$ cat config.mk
export PLATFORM = sky130hd
export DESIGN_NAME = sprite_palette_renderer_flat
export DESIGN_NICKNAME = d
export VERILOG_FILES = /design/src/rtl/sprite_pkg.sv /design/src/rtl/sprite_palette_renderer_if.sv /design/src/rtl/sprite_palette_ram.sv /design/src/rtl/sprite_palette_renderer.sv /design/src/flat_wrapper.sv
export SDC_FILE = /design/constraint.sdc
export NUM_CORES = 1
export LEC_CHECK = 0
export BUFFER_PORTS_ARGS = -buffer_cell sky130_fd_sc_hd__buf_2
export CAP_MARGIN = 20
export CELL_PAD_IN_SITES_DETAIL_PLACEMENT = 0
export CELL_PAD_IN_SITES_GLOBAL_PLACEMENT = 2
export CORE_MARGIN = 8
export CORE_UTILIZATION = 44
export CTS_BUF_LIST = sky130_fd_sc_hd__clkbuf_4 sky130_fd_sc_hd__clkbuf_8 sky130_fd_sc_hd__clkbuf_16
export CTS_CLUSTER_DIAMETER = 150
export DETAILED_ROUTE_END_ITERATION = 10
export GPL_ROUTABILITY_DRIVEN = 0
export PLACE_DENSITY = 0.86
export SLEW_MARGIN = 5
export SYNTH_ARGS = -nofsm -noshare
export SYNTH_HDL_FRONTEND = slang
export SYNTH_HIERARCHICAL = 1
export SYNTH_SLANG_ARGS = --single-unit
$ cat constraint.sdc
create_clock -name Clk -period 14.4 [get_ports Clk]
set_clock_uncertainty 0.05 [all_clocks]
set_input_delay 2.88 -clock Clk [delete_from_list [all_inputs] [get_ports Clk]]
set_output_delay 2.88 -clock Clk [all_outputs]
set_load 0.02 [all_outputs]
$ cat src/rtl/sprite_pkg.sv
// Shared types and helper functions for the sprite palette renderer slice.
package sprite_pkg;

    typedef struct packed {
        logic [3:0] r;
        logic [3:0] g;
        logic [3:0] b;
    } rgb444_t;

    function automatic int pixels_per_word(input int data_w, input int bpp);
        return data_w / bpp;
    endfunction

    function automatic int pal_depth(input int bpp);
        return 1 << bpp;
    endfunction

    function automatic int sel_width(input int n);
        return (n > 1) ? $clog2(n) : 1;
    endfunction

    // Entry idx scaled onto the full 0..15 range, replicated on all channels
    function automatic rgb444_t grey_rgb(input int idx, input int bpp);
        logic [3:0] lvl;
        lvl = 4'((idx * 15) / ((1 << bpp) - 1));
        return '{r: lvl, g: lvl, b: lvl};
    endfunction

endpackage

$ cat src/rtl/sprite_palette_renderer_if.sv
// Pixel, sprite-state, ROM and palette-write bus between the scan logic and the renderer.
interface sprite_palette_renderer_if
    import sprite_pkg::*;
#(
    parameter int BPP    = 4,
    parameter int DATA_W = 32,
    parameter int FRAMES = 4,
    parameter int ADDR_W = 10
);
    localparam int FS_W = sel_width(FRAMES);

    logic              pix_en;
    logic [9:0]        DrawX;
    logic [9:0]        DrawY;
    logic              vsync;
    logic [9:0]        SprX;
    logic [9:0]        SprY;
    logic              flip;
    logic [FS_W-1:0]   frame_sel;
    logic [ADDR_W-1:0] rom_addr;
    logic [DATA_W-1:0] rom_data;
    logic              pal_we;
    logic [BPP-1:0]    pal_idx;
    logic [11:0]       pal_rgb;
    logic [3:0]        Red;
    logic [3:0]        Green;
    logic [3:0]        Blue;
    logic              pix_valid;
    logic              hit;

    modport master (
        output pix_en, DrawX, DrawY, vsync, SprX, SprY, flip, frame_sel,
        output rom_data, pal_we, pal_idx, pal_rgb,
        input  rom_addr, Red, Green, Blue, pix_valid, hit
    );

    modport slave (
        input  pix_en, DrawX, DrawY, vsync, SprX, SprY, flip, frame_sel,
        input  rom_data, pal_we, pal_idx, pal_rgb,
        output rom_addr, Red, Green, Blue, pix_valid, hit
    );

endinterface

$ cat src/rtl/sprite_palette_ram.sv
// Writable colour palette: synchronous write, registered read-first lookup,
// greyscale contents restored on reset.
module sprite_palette_ram
    import sprite_pkg::*;
#(
    parameter int BPP = 4
) (
    input  logic           clk,
    input  logic           rst_n,
    input  logic           we,
    input  logic [BPP-1:0] wr_idx,
    input  rgb444_t        wr_rgb,
    input  logic [BPP-1:0] rd_idx,
    output rgb444_t        rd_rgb
);
    localparam int DEPTH = pal_depth(BPP);

    rgb444_t mem [0:DEPTH-1];
    rgb444_t rd_reg;

    always_ff @(posedge clk) begin
        if (!rst_n) begin
            for (int i = 0; i < DEPTH; i++) begin
                mem[i] <= grey_rgb(i, BPP);
            end
            rd_reg <= '0;
        end else begin
            if (we) begin
                mem[wr_idx] <= wr_rgb;
            end
            // Same-edge write lands after this read, so a collision sees the old entry
            rd_reg <= mem[rd_idx];
        end
    end

    assign rd_rgb = rd_reg;

endmodule

$ cat src/rtl/sprite_palette_renderer.sv
// Pipelined sprite renderer: box test and ROM addressing, ROM-latency delay line,
// palette index extraction, palette lookup and registered RGB/hit output.
module sprite_palette_renderer
    import sprite_pkg::*;
#(
    parameter int SPR_W      = 20,
    parameter int SPR_H      = 20,
    parameter int BPP        = 4,
    parameter int DATA_W     = 32,
    parameter int FRAMES     = 4,
    parameter int ROM_LAT    = 1,
    parameter int ADDR_W     = 10,
    parameter int TRANSP_IDX = 0
) (
    input  logic                     Clk,
    input  logic                     Reset_n,
    sprite_palette_renderer_if.slave bus
);
    localparam int PPW         = pixels_per_word(DATA_W, BPP);
    localparam int SLOT_W      = (PPW > 1) ? $clog2(PPW) : 1;
    localparam int FS_W        = sel_width(FRAMES);
    localparam int FRAME_WORDS = SPR_W * SPR_H / PPW;

    // Frame-synchronous sprite state
    logic              vsync_reg;
    logic [9:0]        sx_reg;
    logic [9:0]        sy_reg;
    logic              flip_reg;
    logic [FS_W-1:0]   frame_reg;
    logic [FS_W-1:0]   frame_next;

    assign frame_next = (32'(bus.frame_sel) >= FRAMES) ? FS_W'(FRAMES - 1) : bus.frame_sel;

    always_ff @(posedge Clk) begin
        if (!Reset_n) begin
            vsync_reg <= 1'b0;
            sx_reg    <= '0;
            sy_reg    <= '0;
            flip_reg  <= 1'b0;
            frame_reg <= '0;
        end else begin
            vsync_reg <= bus.vsync;
            if (bus.vsync && !vsync_reg) begin
                sx_reg    <= bus.SprX;
                sy_reg    <= bus.SprY;
                flip_reg  <= bus.flip;
                frame_reg <= frame_next;
            end
        end
    end

    // Stage 0 arithmetic; 11-bit compares keep boxes near the right edge from wrapping
    logic [10:0]       x_ext, y_ext, sx_ext, sy_ext;
    logic [9:0]        dx, dy, col;
    logic [31:0]       lin;
    logic              inside_next;
    logic [ADDR_W-1:0] addr_next;
    logic [SLOT_W-1:0] slot_next;

    always_comb begin
        x_ext       = {1'b0, bus.DrawX};
        y_ext       = {1'b0, bus.DrawY};
        sx_ext      = {1'b0, sx_reg};
        sy_ext      = {1'b0, sy_reg};
        inside_next = (x_ext >= sx_ext) && (x_ext < sx_ext + 11'(SPR_W)) &&
                      (y_ext >= sy_ext) && (y_ext < sy_ext + 11'(SPR_H));
        dx          = bus.DrawX - sx_reg;
        dy          = bus.DrawY - sy_reg;
        col         = flip_reg ? (10'(SPR_W - 1) - dx) : dx;
        lin         = 32'(dy) * 32'(SPR_W) + 32'(col);
        addr_next   = ADDR_W'(32'(frame_reg) * 32'(FRAME_WORDS) + lin / 32'(PPW));
        slot_next   = SLOT_W'(lin % 32'(PPW));
    end

    // Entry 0 is stage 0; entry ROM_LAT lines up with rom_data
    logic [ROM_LAT:0]  dly_valid_reg;
    logic [ROM_LAT:0]  dly_inside_reg;
    logic [SLOT_W-1:0] dly_slot_reg [0:ROM_LAT];
    logic [ADDR_W-1:0] rom_addr_reg;

    always_ff @(posedge Clk) begin
        if (!Reset_n) begin
            dly_valid_reg  <= '0;
            dly_inside_reg <= '0;
            for (int i = 0; i <= ROM_LAT; i++) begin
                dly_slot_reg[i] <= '0;
            end
            rom_addr_reg <= '0;
        end else begin
            dly_valid_reg[0]  <= bus.pix_en;
            dly_inside_reg[0] <= bus.pix_en && inside_next;
            dly_slot_reg[0]   <= slot_next;
            if (bus.pix_en && inside_next) begin
                rom_addr_reg <= addr_next;
            end
            for (int i = 1; i <= ROM_LAT; i++) begin
                dly_valid_reg[i]  <= dly_valid_reg[i-1];
                dly_inside_reg[i] <= dly_inside_reg[i-1];
                dly_slot_reg[i]   <= dly_slot_reg[i-1];
            end
        end
    end

    assign bus.rom_addr = rom_addr_reg;

    // Pixel 0 occupies the least significant BPP bits of the ROM word
    logic [BPP-1:0] word_pix [0:PPW-1];
    logic [BPP-1:0] idx_next;

    for (genvar gi = 0; gi < PPW; gi++) begin : g_unpack
        assign word_pix[gi] = bus.rom_data[gi*BPP +: BPP];
    end

    assign idx_next = word_pix[dly_slot_reg[ROM_LAT]];

    rgb444_t pal_rd;

    sprite_palette_ram #(.BPP(BPP)) u_palette (
        .clk    (Clk),
        .rst_n  (Reset_n),
        .we     (bus.pal_we),
        .wr_idx (bus.pal_idx),
        .wr_rgb (bus.pal_rgb),
        .rd_idx (idx_next),
        .rd_rgb (pal_rd)
    );

    logic    ext_valid_reg;
    logic    ext_opaque_reg;
    logic    valid_reg;
    logic    hit_reg;
    rgb444_t rgb_reg;

    always_ff @(posedge Clk) begin
        if (!Reset_n) begin
            ext_valid_reg  <= 1'b0;
            ext_opaque_reg <= 1'b0;
            valid_reg      <= 1'b0;
            hit_reg        <= 1'b0;
            rgb_reg        <= '0;
        end else begin
            ext_valid_reg  <= dly_valid_reg[ROM_LAT];
            ext_opaque_reg <= dly_inside_reg[ROM_LAT] && (idx_next != BPP'(TRANSP_IDX));
            valid_reg      <= ext_valid_reg;
            hit_reg        <= ext_opaque_reg;
            rgb_reg        <= ext_opaque_reg ? pal_rd : '0;
        end
    end

    assign bus.pix_valid = valid_reg;
    assign bus.hit       = hit_reg;
    assign bus.Red       = rgb_reg.r;
    assign bus.Green     = rgb_reg.g;
    assign bus.Blue      = rgb_reg.b;

endmodule

$ cat src/flat_wrapper.sv
// flat-port wrapper written by rule: the top's interface ports become plain ports
module sprite_palette_renderer_flat import sprite_pkg::*;
#(
    parameter int SPR_W      = 20,
    parameter int SPR_H      = 20,
    parameter int BPP        = 4,
    parameter int DATA_W     = 32,
    parameter int FRAMES     = 4,
    parameter int ROM_LAT    = 1,
    parameter int ADDR_W     = 10,
    parameter int TRANSP_IDX = 0
)
  (Clk, Reset_n, bus_pix_en, bus_DrawX, bus_DrawY, bus_vsync, bus_SprX, bus_SprY, bus_flip, bus_frame_sel, bus_rom_data, bus_pal_we, bus_pal_idx, bus_pal_rgb, bus_rom_addr, bus_Red, bus_Green, bus_Blue, bus_pix_valid, bus_hit);
  sprite_palette_renderer_if #(.BPP(BPP), .DATA_W(DATA_W), .FRAMES(FRAMES), .ADDR_W(ADDR_W)) bus_i ();
  input  logic Clk;
  input  logic Reset_n;
  input wire logic [$bits(bus_i.pix_en)-1:0] bus_pix_en;
  input wire logic [$bits(bus_i.DrawX)-1:0] bus_DrawX;
  input wire logic [$bits(bus_i.DrawY)-1:0] bus_DrawY;
  input wire logic [$bits(bus_i.vsync)-1:0] bus_vsync;
  input wire logic [$bits(bus_i.SprX)-1:0] bus_SprX;
  input wire logic [$bits(bus_i.SprY)-1:0] bus_SprY;
  input wire logic [$bits(bus_i.flip)-1:0] bus_flip;
  input wire logic [$bits(bus_i.frame_sel)-1:0] bus_frame_sel;
  input wire logic [$bits(bus_i.rom_data)-1:0] bus_rom_data;
  input wire logic [$bits(bus_i.pal_we)-1:0] bus_pal_we;
  input wire logic [$bits(bus_i.pal_idx)-1:0] bus_pal_idx;
  input wire logic [$bits(bus_i.pal_rgb)-1:0] bus_pal_rgb;
  output wire logic [$bits(bus_i.rom_addr)-1:0] bus_rom_addr;
  output wire logic [$bits(bus_i.Red)-1:0] bus_Red;
  output wire logic [$bits(bus_i.Green)-1:0] bus_Green;
  output wire logic [$bits(bus_i.Blue)-1:0] bus_Blue;
  output wire logic [$bits(bus_i.pix_valid)-1:0] bus_pix_valid;
  output wire logic [$bits(bus_i.hit)-1:0] bus_hit;
  assign bus_i.pix_en = bus_pix_en;
  assign bus_i.DrawX = bus_DrawX;
  assign bus_i.DrawY = bus_DrawY;
  assign bus_i.vsync = bus_vsync;
  assign bus_i.SprX = bus_SprX;
  assign bus_i.SprY = bus_SprY;
  assign bus_i.flip = bus_flip;
  assign bus_i.frame_sel = bus_frame_sel;
  assign bus_i.rom_data = bus_rom_data;
  assign bus_i.pal_we = bus_pal_we;
  assign bus_i.pal_idx = bus_pal_idx;
  assign bus_i.pal_rgb = bus_pal_rgb;
  assign bus_rom_addr = bus_i.rom_addr;
  assign bus_Red = bus_i.Red;
  assign bus_Green = bus_i.Green;
  assign bus_Blue = bus_i.Blue;
  assign bus_pix_valid = bus_i.pix_valid;
  assign bus_hit = bus_i.hit;
  sprite_palette_renderer #(.SPR_W(SPR_W), .SPR_H(SPR_H), .BPP(BPP), .DATA_W(DATA_W), .FRAMES(FRAMES), .ROM_LAT(ROM_LAT), .ADDR_W(ADDR_W), .TRANSP_IDX(TRANSP_IDX)) u_core (.Clk(Clk), .Reset_n(Reset_n), .bus(bus_i));
endmodule
# --- Word level (Yosys, flattened, before mapping) ---
# Memory sizes are Yosys's and may differ from the RTL's. A register that Yosys moved wholly into a read port is not among the register bits.
# Index checks and enable logic that the tools add are counted.
totals:
  reg_bits: 54
  ram_bits: 198
  in_bits: 96
  out_inout_bits: 24
  n_memories: 2
classes:
  addsub: 7
  multipliers: 2
  magnitude_cmp: 5
  muxes: 14
  bitwise_logic: 3
  n_reduce_logical: 11
memory_table:
  columns: ["memory", "words", "word_bits", "rd", "rd_clocked_by_memory_dff", "write_ports", "line_no", "text"]
  rows:
  - ["u_core.u_palette.mem", 16, 12, 1, 1, 16, "sprite_palette_ram.sv:18", "rgb444_t mem [0:DEPTH-1];"]
  - ["u_core.dly_slot_reg", 2, 3, 2, 0, 2, "sprite_palette_renderer.sv:78", "logic [SLOT_W-1:0] dly_slot_reg [0:ROM_LAT];"]
op_table:
  columns: ["cell", "n"]
  rows:
  - ["adder 10 x 5 -> 11 bit, second input constant", 2]
  - ["less-than comparator 10 x 11 -> 1 bit", 2]
  - [">= comparator 10 bit", 2]
  - ["subtractor 10 bit", 2]
  - ["adder 13 x 10 -> 13 bit", 1]
  - ["binary-select mux 4 bit (select 3 bit)", 1]
  - ["two-way mux 12 bit", 1]
  - ["two-way mux 4 bit", 3]
  - ["OR reduction 12 bit", 1]
  - ["multiplier 10 x 3 -> 11 bit, second input constant", 1]
  - ["adder 8 x 10 -> 10 bit", 1]
  - ["two-way mux 10 bit", 1]
  - ["subtractor 5 x 10 -> 10 bit, first input constant", 1]
  - ["multiplier 2 x 5 -> 7 bit, second input constant", 1]
  - ["logical AND 1 bit", 6]
  - ["two-way mux 1 bit", 6]
  - ["two-way mux 3 bit", 2]
  - [">= comparator 4 bit, second input constant", 1]
  - ["inverter 3 -> 4 bit", 1]
  - ["nonzero test 4 bit", 1]
  - ["zero test 1 bit", 2]
  - ["OR 1 bit", 2]
  - ["AND reduction 2 bit", 1]

# --- Logic depth before layout (Yosys ltp) ---
# An unclocked memory read counts as a cell.
depth:
  depth_word: 7
  mapped_depth: 26
  mapped_depth_nobuf: 26

# --- Cells and area by module ---
# The synthesis kept the hierarchy.
by_module_without_submodules:
  columns: ["mod", "instances", "cells_per_inst", "area_each_um2", "seq_area_each_um2"]
  rows:
  - ["sprite_palette_ram", 1, 660, 9246.4, 6005.8]
  - ["sprite_palette_renderer", 1, 573, 4953.5, 1201.2]

# --- Worst setup path after synthesis ---
# OpenSTA, ideal clock, no wires.
synth_path:
  path_kind: "in2reg"
  start: "input port bus_DrawY[0]"
  end: "register u_core.rom_addr_reg[8] (netlist: u_core/bus.rom_addr[8])"
  setup_time_ns: 0.065
  arrival_ns: 6.949
  slack_ns: 7.336
  stages: 23
  path_buffers: 0
  path_cell_list: "inv_1 -> ha_1 -> fa_1 -> nand2b_1 -> a21oi_1 -> xor2_1 -> ha_1 -> fa_1 -> a21o_1 -> a21oi_1 -> xnor2_1 -> ha_1 -> nor4_1 -> a21oi_1 -> xnor2_1 -> ha_1 -> inv_1 -> nor2_1 -> nor2_1 -> a21oi_1 -> xnor2_1 -> mux2i_1 -> nor2b_1"
synth_between:
  elab_chain_cells: 4
  elab_cells_between_ends: 9
synth_rtl:
  columns: ["item", "line_no", "text"]
  rows:
  - ["start, declared", "flat_wrapper.sv:19", "input wire logic [$bits(bus_i.DrawY)-1:0] bus_DrawY;"]
  - ["subtractor 10 bit / >= comparator 10 bit (equally long branches)", "sprite_palette_renderer.sv:68, sprite_palette_renderer.sv:66", null]
  - ["multiplier 10 x 3 -> 11 bit / logical AND 1 bit (equally long branches)", "sprite_palette_renderer.sv:70, sprite_palette_renderer.sv:65", null]
  - ["adder 13 x 10 -> 13 bit / logical AND 1 bit (equally long branches)", "sprite_palette_renderer.sv:70, sprite_palette_renderer.sv:66", null]
  - ["adder 8 x 10 -> 10 bit / logical AND 1 bit (equally long branches)", "sprite_palette_renderer.sv:71, sprite_palette_renderer.sv:93", null]
  - ["end signal, assigned", "sprite_palette_renderer.sv:94", "rom_addr_reg <= addr_next;"]
  - ["end, declared", "sprite_palette_renderer.sv:79", "logic [ADDR_W-1:0] rom_addr_reg;"]
# Several ways; a longest one is shown, not always the timed one.
# A chain may end at the register's enable or synchronous reset.

# --- Worst setup path after layout ---
layout_path:
  start: "input port bus_DrawY[0]"
  end: "register u_core.rom_addr_reg[9] (netlist: u_core/bus.rom_addr[9])"
# Same word-level chain as after synthesis.

==> summary by stage <==
Status
The flow ran to the end, and the final reports show no timing, DRC or antenna violations.

Power
Across the VDD grid, the largest voltage drop is between 0.09 and 0.1 mV. The switching share of power is 0.304. The power per unit of standard cell area is 143 nW/µm². The leakage power summed over all cells is around 0.0063 µW. The sequential share of power is 0.382. Summed over all nets, the switching power comes to ~700 µW.

The clock share of power is 0.324. The internal power of the cells totals approximately 1600 µW. The part of the power in combinational logic is 0.294.

Clock tree
The clock tree from TritonCTS is done. The worst-skew pair later-pin latency is between 500 and 600 ps. For this design, the sink count on the clock tree is 264. The number of buffers inserted for hold repair after clock tree synthesis is 0. The number of buffers created by CTS is 29. The root buffer cell chosen for the clock tree is clkbuf_16. The clock slew seen by the registers of the worst setup and hold paths is 60 ps. Post-CTS repair changed the size of 0 cells. The count of H-tree levels built during CTS is 1. The longest clock path from root to sink contains 3 buffers. After clock tree synthesis, the setup repair step added 0 buffers.

Final layout
The area growth from synthesis to layout is 13.4%. The flip-flop count of the largest register after layout is 192. The top register by number of flip-flops is u_core/u_palette/mem. The fraction of final layout cells with drive strength greater than 1 is 0.173. The final layout net count is 1,504.

The count of cells in the finished layout, fillers not included, comes to 1,759.

Synthesis
The primary flip-flop cell chosen by synthesis mapping is edfxtp_1. Among all cell types in the netlist, the one instantiated most often is edfxtp_1. The number of storage elements in the synthesis netlist is 264.

In the synthesized netlist, the cells that appear most often are 192 x edfxtp_1, 113 x and2_1, 89 x or3_1, 88 x nand2_1, 74 x mux2i_1. The number of warnings reported in the yosys synthesis log is 6. The count of mapped cells out of synthesis is 1,233. The mean instance size in the synthesized netlist is 11.5 µm². The post-synthesis instance area is 14,200 µm². When the netlist entered floorplanning its net count stood at 1,402. The count of distinct cell types in the synthesized netlist is 68. For this run, the register share of the synthesized area comes to 0.508. The most area-hungry cell type in the Yosys netlist is edfxtp_1.

Of all flip-flops after synthesis, the portion carrying an async set or reset was 0. Sorting the synthesized cells by area gives the leading types as edfxtp_1 41%, dfxtp_1 10%, ha_1 6.0%, mux2i_1 5.2%, and2_1 5.0%. The share of Yosys cell area claimed by the top area cell type is 0.406.

The number of flops mapped to enable cells by yosys is about 190.

Global route
Entering global routing, the biggest net connects 59 pins. The total track usage is 0.184. The number of global-route vias before repair is between 9,000 and 10,000. The wire length of the first global-routing pass is 55,500 µm.

The remaining global-route overflow is 0. The initial antenna violation count is 1.

Critical path
The launch instance of the worst register-to-register path is u_core/sy_reg[1]$_SDFFE_PN0P_. The start point of the critical path is bus_DrawY[0]. At the worst endpoint, the arrival time is 7370 ps. The sort of element at the end of the critical path is a flop. The worst-path maximum fanout is 4. STA classifies the critical path startpoint as a primary input. The required time of the critical path is 14,760 ps.

The type of the worst setup path is in -> reg.

Timing
Setup repair after global routing left no endpoint under its margin. In this run the tightest slew margin relative to its limit is 0.314. The count of pins over their slew limit is 0. Setup violations remaining at the end of the flow were counted as 0. Static timing analysis puts the maximum clock frequency at 143 MHz. The final hold slack is 375 ps. Of the available clock period, the critical path in the final layout requires 0.486. For the finished layout, the period the worst path requires is 7000 ps.

The total negative slack is 0 ps. For the pin with the worst max-slew slack, the measured transition is 1030 ps. The number of endpoints with negative hold slack in the final report is 0.

Floorplanning
The top-level I/O count is 120. The horizontal die dimension is 196 µm. In this run the standard cell core region covers 31,600 µm². The floorplan step set the die height to 196 µm. The initial standard-cell utilization of the core is 0.449. The overall die area is 38,300 µm². The floorplan has 65 rows.

Placement
The count of buffers added on input and output ports is 119. The number of placed instances, taps included, is ~1,700. Once detailed placement completed, the half-perimeter wirelength came to approximately 25,000 µm.

Route
The count of routing violations after the opening detailed-route iteration is 603. The mean routed wirelength per cell is 20.1 µm. Wires add up to 35,400 µm. The total number of vias is approximately 9,700. The number of vias per cell is 5.49.

In this run the remaining antenna-violating nets after routing total 0. The first detailed-routing pass ran for 5 iterations. The count of unresolved DRC violations after routing is 0.

Flow run
The max-capacitance violation count is 0.

Min path
The origin of the worst min-delay path is u_core/dly_inside_reg[1]$_SDFF_PN0_. The kind of path behind the tightest hold check is reg -> reg.
==> path summary, 6_finish.rpt <==
| path | end | slack [ps] | cells past startpoint |
|---|---|---|---|
| setup / recovery | u_core/bus.rom_addr[9]$_SDFFE_PN0P_ | 7400 | 22 |
| setup reg to reg | u_core/bus.rom_addr[9]$_SDFFE_PN0P_ | 9520 | 22 |
| hold reg to reg | u_core/ext_opaque_reg$_SDFF_PN0_ | 380 | 2 |
| hold / removal | u_core/ext_opaque_reg$_SDFF_PN0_ | 380 | 2 |
==> kinds of logic (layout without fill, tap and decap cells) <==
logic type	count (synthesis)	in the layout	share of synthesized area
xor gates and xnor gates	49	49	0.0322
other	0	1	0
muxes	100	100	0.0902
buffers and inverters	116	239	0.0375
DFF	264	264	0.508
AOI/OAI and AO/OA	200	200	0.0953
and+or+nand+nor	431	431	0.170
adders and majority gates	73	73	0.0670
==> power groups by stage <==
stage | clock, µW | sequential [µW] | combinational [µW]
final | 748 | 881 | 680
after global routing | 797 | 886 | 757
after CTS | 767 | 882 | 686
after detailed placement | 0 | 898 | 682
after floorplan | 0 | 892 | 518
after global placement | 0 | 896 | 681
==> layout make-up <==
type	count	area (µm²)
fillers	2863	15500
flip-flops and latches	264	7210
multi-input cells	853	6470
clock buffers	42	860
repair buffers	143	776
well taps	402	503
inverters	44	165
clock inverters	10	118
diodes	1	2.50
==> critical path: stages <==
cell and delay [ps]:
buf_2 70, inv_1 30, ha_1 210, fa_1 400, nand2b_1 160, a21oi_1 270, xor2_1 260, ha_1 310
fa_1 500, a21o_1 180, a21oi_1 170, xnor2_1 90, ha_1 190, nor4_1 390, a21oi_1 170, xnor2_1 160
ha_1 320, nand2_1 60, o22ai_1 210, o21ba_2 170, xnor2_1 110, a21oi_1 80
==> metal layers <==
layer / vias to the layer above / wire, µm / GRT usage
li1: 4708 / - / -
met1: 4695 / 16400 / 0.248
met2: 212 / 16800 / 0.308
met3: 39 / 1730 / 0.0285
met4: 0 / 555 / 0.0390
met5: - / 0 / 0
==> metrics by stage <==
stage / setup WS [ps] / power (µW) / util / instance area [µm²]
after global placement: 6940 / 1580 / 0.478 / 15100
after global routing: 7020 / 2440 / 0.509 / 16100
after detailed placement: 6850 / 1580 / 0.478 / 15100
after CTS: 7420 / 2340 / 0.509 / 16100
final: 7400 / 2310 / 0.509 / 16100
after floorplan: 7340 / 1410 / - / 14200
==> cells in the final DEF, fill, tap and decap left out, types with 5 or more instances in the layout <==
cell / instances
edfxtp_1: 192
buf_2: 119
and2_1: 113
or3_1: 89
nand2_1: 88
mux2i_1: 74
dfxtp_1: 72
ha_1: 68
nor2_1: 45
inv_1: 44
xnor2_1: 39
o21ai_0: 38
a22oi_1: 34
a21oi_1: 31
clkbuf_16: 30
a21boi_0: 27
buf_4: 24
nand2b_1: 22
mux4_2: 22
nor2b_1: 17
and3_1: 14
nor3_1: 13
o21a_1: 11
clkbuf_4: 9
o22ai_1: 9
xor2_1: 8
a211oi_1: 7
o211ai_1: 6
clkinv_2: 5
fa_1: 5
(Power assumes the default switching activity.)
